[src/rtl/imul_mac_seq_pkg.sv]
// Shared types and defaults for the sequential multiply-accumulate stage.
package imul_mac_seq_pkg;

   typedef enum logic [1:0] {
      ST_IDLE   = 2'd0,
      ST_SETTLE = 2'd1,
      ST_OUT    = 2'd2
   } state_t;

   localparam int DEF_SIZE   = 16;
   localparam int DEF_GUARD  = 8;
   localparam int DEF_SETTLE = 2;
   localparam int CNT_W      = 4;

endpackage

[src/rtl/imul_mac_seq_gene.sv]
// Combinational unsigned array multiplier: sum of AND-gated, shifted partial products.
module IMUL_GENE #(
   parameter int SIZE = 16
) (
   input  logic [SIZE-1:0]   i_a,
   input  logic [SIZE-1:0]   i_b,
   output logic [2*SIZE-1:0] o_product
);

   logic [2*SIZE-1:0] w_sum;
   logic [2*SIZE-1:0] w_a_ext;

   assign w_a_ext = {{SIZE{1'b0}}, i_a};

   // Ripple partial-product accumulation
   always_comb begin
      w_sum = {(2*SIZE){1'b0}};
      for (int i = 0; i < SIZE; i++) begin
         w_sum = w_sum + ((w_a_ext << i) & {(2*SIZE){i_b[i]}});
      end
   end

   assign o_product = w_sum;

endmodule

[src/rtl/imul_mac_seq.sv]
// Multiply-accumulate stage: registers operands, waits SETTLE cycles for the
// array multiplier, then captures product/accumulator behind a valid/ready pair.
module imul_mac_seq
   import imul_mac_seq_pkg::*;
#(
   parameter int SIZE   = DEF_SIZE,
   parameter int GUARD  = DEF_GUARD,
   parameter int SETTLE = DEF_SETTLE
) (
   input  logic                      Clock,
   input  logic                      Reset,
   input  logic                      iValid,
   output logic                      oReady,
   input  logic [SIZE-1:0]           iA,
   input  logic [SIZE-1:0]           iB,
   input  logic                      iAccumulate,
   output logic                      oValid,
   input  logic                      iReady,
   output logic [2*SIZE-1:0]         oProduct,
   output logic [2*SIZE+GUARD-1:0]   oAcc,
   output logic                      oOverflow
);

   localparam int W = 2*SIZE + GUARD;
   localparam logic [CNT_W-1:0] CNT_LOAD = CNT_W'(SETTLE - 1);
   localparam logic [CNT_W-1:0] CNT_ZERO = {CNT_W{1'b0}};
   localparam logic [CNT_W-1:0] CNT_ONE  = {{(CNT_W-1){1'b0}}, 1'b1};

   state_t              r_state;
   state_t              w_next;
   logic [SIZE-1:0]     r_a;
   logic [SIZE-1:0]     r_b;
   logic                r_acc_flag;
   logic [CNT_W-1:0]    r_cnt;
   logic [2*SIZE-1:0]   r_product;
   logic [W-1:0]        r_acc;
   logic                r_ovf;

   logic [2*SIZE-1:0]   w_product;
   logic [W-1:0]        w_acc_base;
   logic                w_ovf_base;
   logic [W:0]          w_sum;
   logic                w_accept;
   logic                w_capture;

   IMUL_GENE #(.SIZE(SIZE)) u_mul (
      .i_a       (r_a),
      .i_b       (r_b),
      .o_product (w_product)
   );

   assign w_accept  = (r_state == ST_IDLE) && iValid;
   assign w_capture = (r_state == ST_SETTLE) && (r_cnt == CNT_ZERO);

   // A fresh sum discards both the old accumulator and its sticky carry
   always_comb begin
      if (r_acc_flag) begin
         w_acc_base = r_acc;
         w_ovf_base = r_ovf;
      end else begin
         w_acc_base = {W{1'b0}};
         w_ovf_base = 1'b0;
      end
      w_sum = {1'b0, w_acc_base} + {1'b0, W'(w_product)};
   end

   // Next-state decode
   always_comb begin
      w_next = r_state;
      case (r_state)
         ST_IDLE: begin
            if (iValid) w_next = ST_SETTLE;
            else        w_next = ST_IDLE;
         end
         ST_SETTLE: begin
            if (r_cnt == CNT_ZERO) w_next = ST_OUT;
            else                   w_next = ST_SETTLE;
         end
         ST_OUT: begin
            if (iReady) w_next = ST_IDLE;
            else        w_next = ST_OUT;
         end
         default: w_next = ST_IDLE;
      endcase
   end

   // State register
   always_ff @(posedge Clock) begin
      if (Reset) r_state <= ST_IDLE;
      else       r_state <= w_next;
   end

   // Operand, counter and result registers
   always_ff @(posedge Clock) begin
      if (Reset) begin
         r_a        <= {SIZE{1'b0}};
         r_b        <= {SIZE{1'b0}};
         r_acc_flag <= 1'b0;
         r_cnt      <= CNT_ZERO;
         r_product  <= {(2*SIZE){1'b0}};
         r_acc      <= {W{1'b0}};
         r_ovf      <= 1'b0;
      end else begin
         if (w_accept) begin
            r_a        <= iA;
            r_b        <= iB;
            r_acc_flag <= iAccumulate;
            r_cnt      <= CNT_LOAD;
         end else if ((r_state == ST_SETTLE) && (r_cnt != CNT_ZERO)) begin
            r_cnt      <= r_cnt - CNT_ONE;
         end
         if (w_capture) begin
            r_product  <= w_product;
            r_acc      <= w_sum[W-1:0];
            r_ovf      <= w_ovf_base | w_sum[W];
         end
      end
   end

   assign oReady    = (r_state == ST_IDLE);
   assign oValid    = (r_state == ST_OUT);
   assign oProduct  = r_product;
   assign oAcc      = r_acc;
   assign oOverflow = r_ovf;

endmodule

[config.mk]
export PLATFORM = sky130hd
export DESIGN_NAME = imul_mac_seq
export DESIGN_NICKNAME = d
export VERILOG_FILES = /design/src/rtl/imul_mac_seq_pkg.sv /design/src/rtl/imul_mac_seq_gene.sv /design/src/rtl/imul_mac_seq.sv
export SDC_FILE = /design/constraint.sdc
export NUM_CORES = 1
export LEC_CHECK = 0
export CAP_MARGIN = 20
export CORE_MARGIN = 2
export CORE_UTILIZATION = 50
export CTS_CLUSTER_SIZE = 30
export DETAILED_ROUTE_END_ITERATION = 10
export GPL_TIMING_DRIVEN = 1
export PLACE_DENSITY = 0.81
export SYNTH_ARGS = -nofsm -noshare
export SYNTH_HDL_FRONTEND = slang
export SYNTH_HIERARCHICAL = 1
export SYNTH_SLANG_ARGS = --single-unit
[constraint.sdc]
create_clock -name Clock -period 16.1 [get_ports Clock]
set_input_delay 3.22 -clock Clock [delete_from_list [all_inputs] [get_ports Clock]]
set_output_delay 3.22 -clock Clock [all_outputs]
set_load 0.02 [all_outputs]
==> flow_results.org <==
** Pwr
- Internal :: roughly 0.51 mW
- Clock network fraction of total power :: about 28%
- Leakage power total :: about 7.4 nW
- Switching fraction of total power :: around two fifths
- Registers are responsible for 39.4% of the overall power.
- For this design the ratio of total power to cell area is about 53 nW/um^2.
- The share of total power dissipated in combinational logic is 32.8%.
- VDD sags by at most 52.3 uV.
- PnR Total Power :: 0.841 mW
- For this design the total switching power over the nets is between 0.3 and 0.4 mW.

** STA
- Fin Clk Skew :: about 0.016 ns
- The number of hold violations in the final report was 0.
- Final-report setup violation count :: 0
- Final slew viol count :: 0
- Highest clock rate :: approximately 120 MHz
- Setup slack on the critical path of the routed design comes to approximately 7.7 ns.
- The worst pin sits at a relative slew slack of between 30 and 40%.
- Minimum clock period :: approximately 8.4 ns
- Fin crit share :: a little over half
- At the pin with the least slew margin, the transition time is a little over 0.9 ns.
- Setup total negative slack on the finished layout was measured at 0 ns.
- Setup repair after global routing left no endpoint under its margin.

** Finish
- Layout-stage area growth over the synthesis result :: 11.2%
- 0 antenna diodes ended up in the layout.
- Number of fill cells :: ~2500
- Nets@finish :: roughly 2100
- Number of non-filler instances in the completed layout :: ~2200
- For this run, the share of the core covered by cells in the final layout is between 50% and 60%.
- Share of cells above drive strength 1 :: about 2.9%

** CTS
- For this design, the CTS-stage hold fixing added 0 buffers.
- The H-tree generated during clock tree synthesis spans 3 levels.
- TritonCTS clock tree :: yes
- Root buffer cell :: sky130_fd_sc_hd__clkbuf_16
- Maximum clock path buffer count :: 2
- Post-CTS timing repair inserted 0 buffers for setup.
- Clock slew at reported path FFs :: 0.09 ns
- Number of resized instances in the post-cts repair step :: 0
- Number of buffers created by CTS :: 9
- Worst-skew pair later-pin latency :: approximately 0.37 ns
- CTS saw 112 sinks.

** Route
- Pre-Repair DR Iteration Count :: 5
- Post-detailed-route via-to-cell ratio :: 5.67
- Number of DRC markers in iteration 0 :: about 1000
- In the routed design, unresolved DRC markers number 0.
- Routed Wire Length :: around 38000 um
- The detailed router placed ~12000 vias in this run.
- After detailed routing, the average wire length per cell comes to between 15 and 20 um.
- Final antenna-violating net count :: 0

** Synthesis
- Synthesis inferred between 100 and 150 register bits.
- Synthesis produced a netlist whose cell count is ~1700.
- Synth unique cells :: 74
- Yosys mapped a number of flops with a built-in enable equal to 0.
- Sorting the synthesized cells by area gives the leading types as sky130_fd_sc_hd__fa_1, sky130_fd_sc_hd__dfxtp_1, sky130_fd_sc_hd__ha_1.
- Synthesized Nets :: ~2100
- The Yosys step of the flow raised 6 warnings.
- Average cell area after synthesis :: around 8.2 um^2
- Sequential elements use between 10% and 20% of the synthesized area.
- Of the post-synthesis cell area, the dominant cell type holds between 20 and 30%.
- Among all flip-flop cells after synthesis, the most frequent one is sky130_fd_sc_hd__dfxtp_1.
- Share of flip-flops with an asynchronous set or reset after synthesis :: 0%
- Yosys top cell by area :: sky130_fd_sc_hd__fa_1
- Summed instance area of the synthesized netlist :: 14300 um^2

** Die
- Die Y-Extent :: between 150 and 200 um
- Count of boundary I/O pins :: roughly 110
- Width of the die :: roughly 170 um
- The initialized floorplan defines between 60 and 70 standard-cell rows.
- The initial utilization of the core area, before any placement, comes to 51.2%.
- The die covers approximately 30000 um^2.
- Area of the placeable core :: ~28000 um^2

** Critical path
- STA classifies the critical path startpoint as a flop.
- Stage delay of the slowest cell on the critical path :: approximately 0.86 ns
- For this design, the slowest cell found on the critical path is sky130_fd_sc_hd__dfxtp_1.
- Crit path required time :: 16.37 ns
- Among the stages of the critical path, the cell type that occurs most often is sky130_fd_sc_hd__fa_1.
- Along the worst path, the maximum fanout reaches 17.
- The worst setup path is captured at a flop.
- For the worst flop-to-flop path, the logic depth is 25.
- STA puts the critical path data arrival time at 8.71 ns.
- By startpoint and endpoint, the worst setup path is classified as reg2reg.

** GRT
- Pin count of the biggest net entering global routing :: slightly below 90
- Total grt overflow :: 0
- Antenna violations before repair :: 0
- The via count of the first global-routing pass is 12700.
- First-pass GRT wire length :: between 60000 and 70000 um
- Global router's overall resource usage :: 26.1%

** Placed design
- Prior to clock tree synthesis, the placed netlist has a worst setup slack of between 7 and 8 ns.
- The congestion estimate from routability-driven global placement came to 0.905.
- Number of cells in the design after placement :: 2147
- Summed over all nets, the half-perimeter wirelength after detailed placement is about 28000 um.
- Number of buffers added on ports :: around 110

** Run
- Max-cap check violation count :: 0

** Outcome
- The flow ran to the end, and the final reports show no timing, DRC or antenna violations.

** Worst hold path
- Hold crit path type :: reg2reg
- Worst hold path cell count :: 2
## cell usage in the layout (no fill, tap or decap), types with 8 or more instances in the layout
master / instances
sky130_fd_sc_hd__dfxtp_1: 112
sky130_fd_sc_hd__inv_1: 208
sky130_fd_sc_hd__clkbuf_16: 9
sky130_fd_sc_hd__o21a_1: 10
sky130_fd_sc_hd__o21ai_0: 31
sky130_fd_sc_hd__nand2_1: 375
sky130_fd_sc_hd__a211oi_1: 8
sky130_fd_sc_hd__nand4_1: 8
sky130_fd_sc_hd__a21oi_1: 147
sky130_fd_sc_hd__xnor2_1: 30
sky130_fd_sc_hd__nor2b_1: 9
sky130_fd_sc_hd__a21o_1: 15
sky130_fd_sc_hd__and2_1: 142
sky130_fd_sc_hd__fa_1: 199
sky130_fd_sc_hd__ha_1: 128
sky130_fd_sc_hd__clkdlybuf4s50_1: 110
sky130_fd_sc_hd__nor2_1: 44
sky130_fd_sc_hd__a31oi_1: 14
sky130_fd_sc_hd__nor3_1: 20
sky130_fd_sc_hd__xor2_1: 19
sky130_fd_sc_hd__nand3_1: 30
## metal layers
metal / track usage [%] / vias to the layer above / wire length (um)
li1: - / 5659 / -
met1: 34.0 / 5956 / 15700
met2: 42.5 / 549 / 17800
met3: 6.57 / 94 / 3460
met4: 8.44 / 0 / 966
met5: 0 / - / 0
## stage by stage
| step | instance area [um^2] | hold slack, ns |
|---|---|---|
| after floorplan | 14300 | 0.484 |
| after global placement | 15600 | 0.443 |
| after detailed placement | 15600 | 0.449 |
| after CTS | 15900 | 0.461 |
| after global routing | 15900 | 0.480 |
| final | 15900 | 0.459 |
## final cells by class
type | count | area (um^2) | area share (%)
Multi-Input combinational cell | 1332 | 11000 | 68.9
Sequential cell | 112 | 2240 | 14.1
Timing Repair Buffer | 117 | 1150 | 7.25
Inverter | 208 | 781 | 4.91
Tap cell | 378 | 473 | 2.97
Clock buffer | 10 | 239 | 1.50
Clock inverter | 6 | 58.8 | 0.370
## power by group through the flow
stage / Clock (mW) / Combinational, mW / Sequential, mW
3_3_place_gp: 0 / 0.265 / 0.336
3_5_place_dp: 0 / 0.270 / 0.336
5_1_grt: 0.246 / 0.309 / 0.333
2_1_floorplan: 0 / 0.199 / 0.314
6_report: 0.234 / 0.276 / 0.331
4_1_cts: 0.239 / 0.274 / 0.330
## flip-flops by register name (all words and copies together) (netlist names)
register,cells
r_a,16
oOverflow,1
r_b,16
r_acc_flag,1
oAcc,40
r_state,2
oProduct,32
r_cnt,4
## worst max-delay path, delay by kind of cell (launching register included)
family                     cells  cell delay (ns)
xor gates and xnor gates       1             0.25
and+or+nand+nor                5             0.64
adders and majority gates      8             3.90
buffers and inverters          1             0.05
DFF                            1             0.86
muxes                          1             0.28
AOI/OAI and AO/OA              9             2.34
## synth_stat cells, types with 5 or more instances
library cell,instances
sky130_fd_sc_hd__a21oi_1,147
sky130_fd_sc_hd__and2_1,143
sky130_fd_sc_hd__nand3_1,30
sky130_fd_sc_hd__xnor2_1,30
sky130_fd_sc_hd__a31oi_1,14
sky130_fd_sc_hd__inv_1,208
sky130_fd_sc_hd__nor2b_1,9
sky130_fd_sc_hd__o21a_1,10
sky130_fd_sc_hd__o21ai_0,31
sky130_fd_sc_hd__clkbuf_1,68
sky130_fd_sc_hd__nor2_1,44
sky130_fd_sc_hd__xor2_1,19
sky130_fd_sc_hd__o21ai_1,7
sky130_fd_sc_hd__nand4_1,8
sky130_fd_sc_hd__o31ai_1,6
sky130_fd_sc_hd__or2_2,5
sky130_fd_sc_hd__ha_1,128
sky130_fd_sc_hd__o211ai_1,5
sky130_fd_sc_hd__nand2_1,376
sky130_fd_sc_hd__buf_1,10
sky130_fd_sc_hd__dfxtp_1,112
sky130_fd_sc_hd__or3_1,7
sky130_fd_sc_hd__a211oi_1,8
sky130_fd_sc_hd__fa_1,199
sky130_fd_sc_hd__a21o_1,15
sky130_fd_sc_hd__nor3_1,20
## cell families (layout without fill, tap and decap cells)
| kind of cell | after synthesis | count (layout) | share of synthesized area [%] |
|---|---|---|---|
| buffers and inverters | 291 | 341 | 7.70 |
| adder cells (fa/ha/maj) | 327 | 327 | 39.1 |
| flip-flops | 112 | 112 | 15.7 |
| XOR/XNOR | 49 | 49 | 3.00 |
| AND/OR/NAND/NOR | 666 | 666 | 21.6 |
| AO/OA/AOI/OAI | 287 | 287 | 12.7 |
| multiplexers | 3 | 3 | 0.219 |
## worst paths after layout
check	slack [ns]	end	from
max reg2reg	7.66	oAcc[37]$_SDFFE_PP0P_	r_a[0]$_SDFFE_PP0P_
min	0.46	oProduct[30]$_SDFFE_PP0P_	oProduct[30]$_SDFFE_PP0P_
max	7.66	oAcc[37]$_SDFFE_PP0P_	r_a[0]$_SDFFE_PP0P_
min reg2reg	0.46	oProduct[30]$_SDFFE_PP0P_	oProduct[30]$_SDFFE_PP0P_
(Power assumes the default switching activity.)
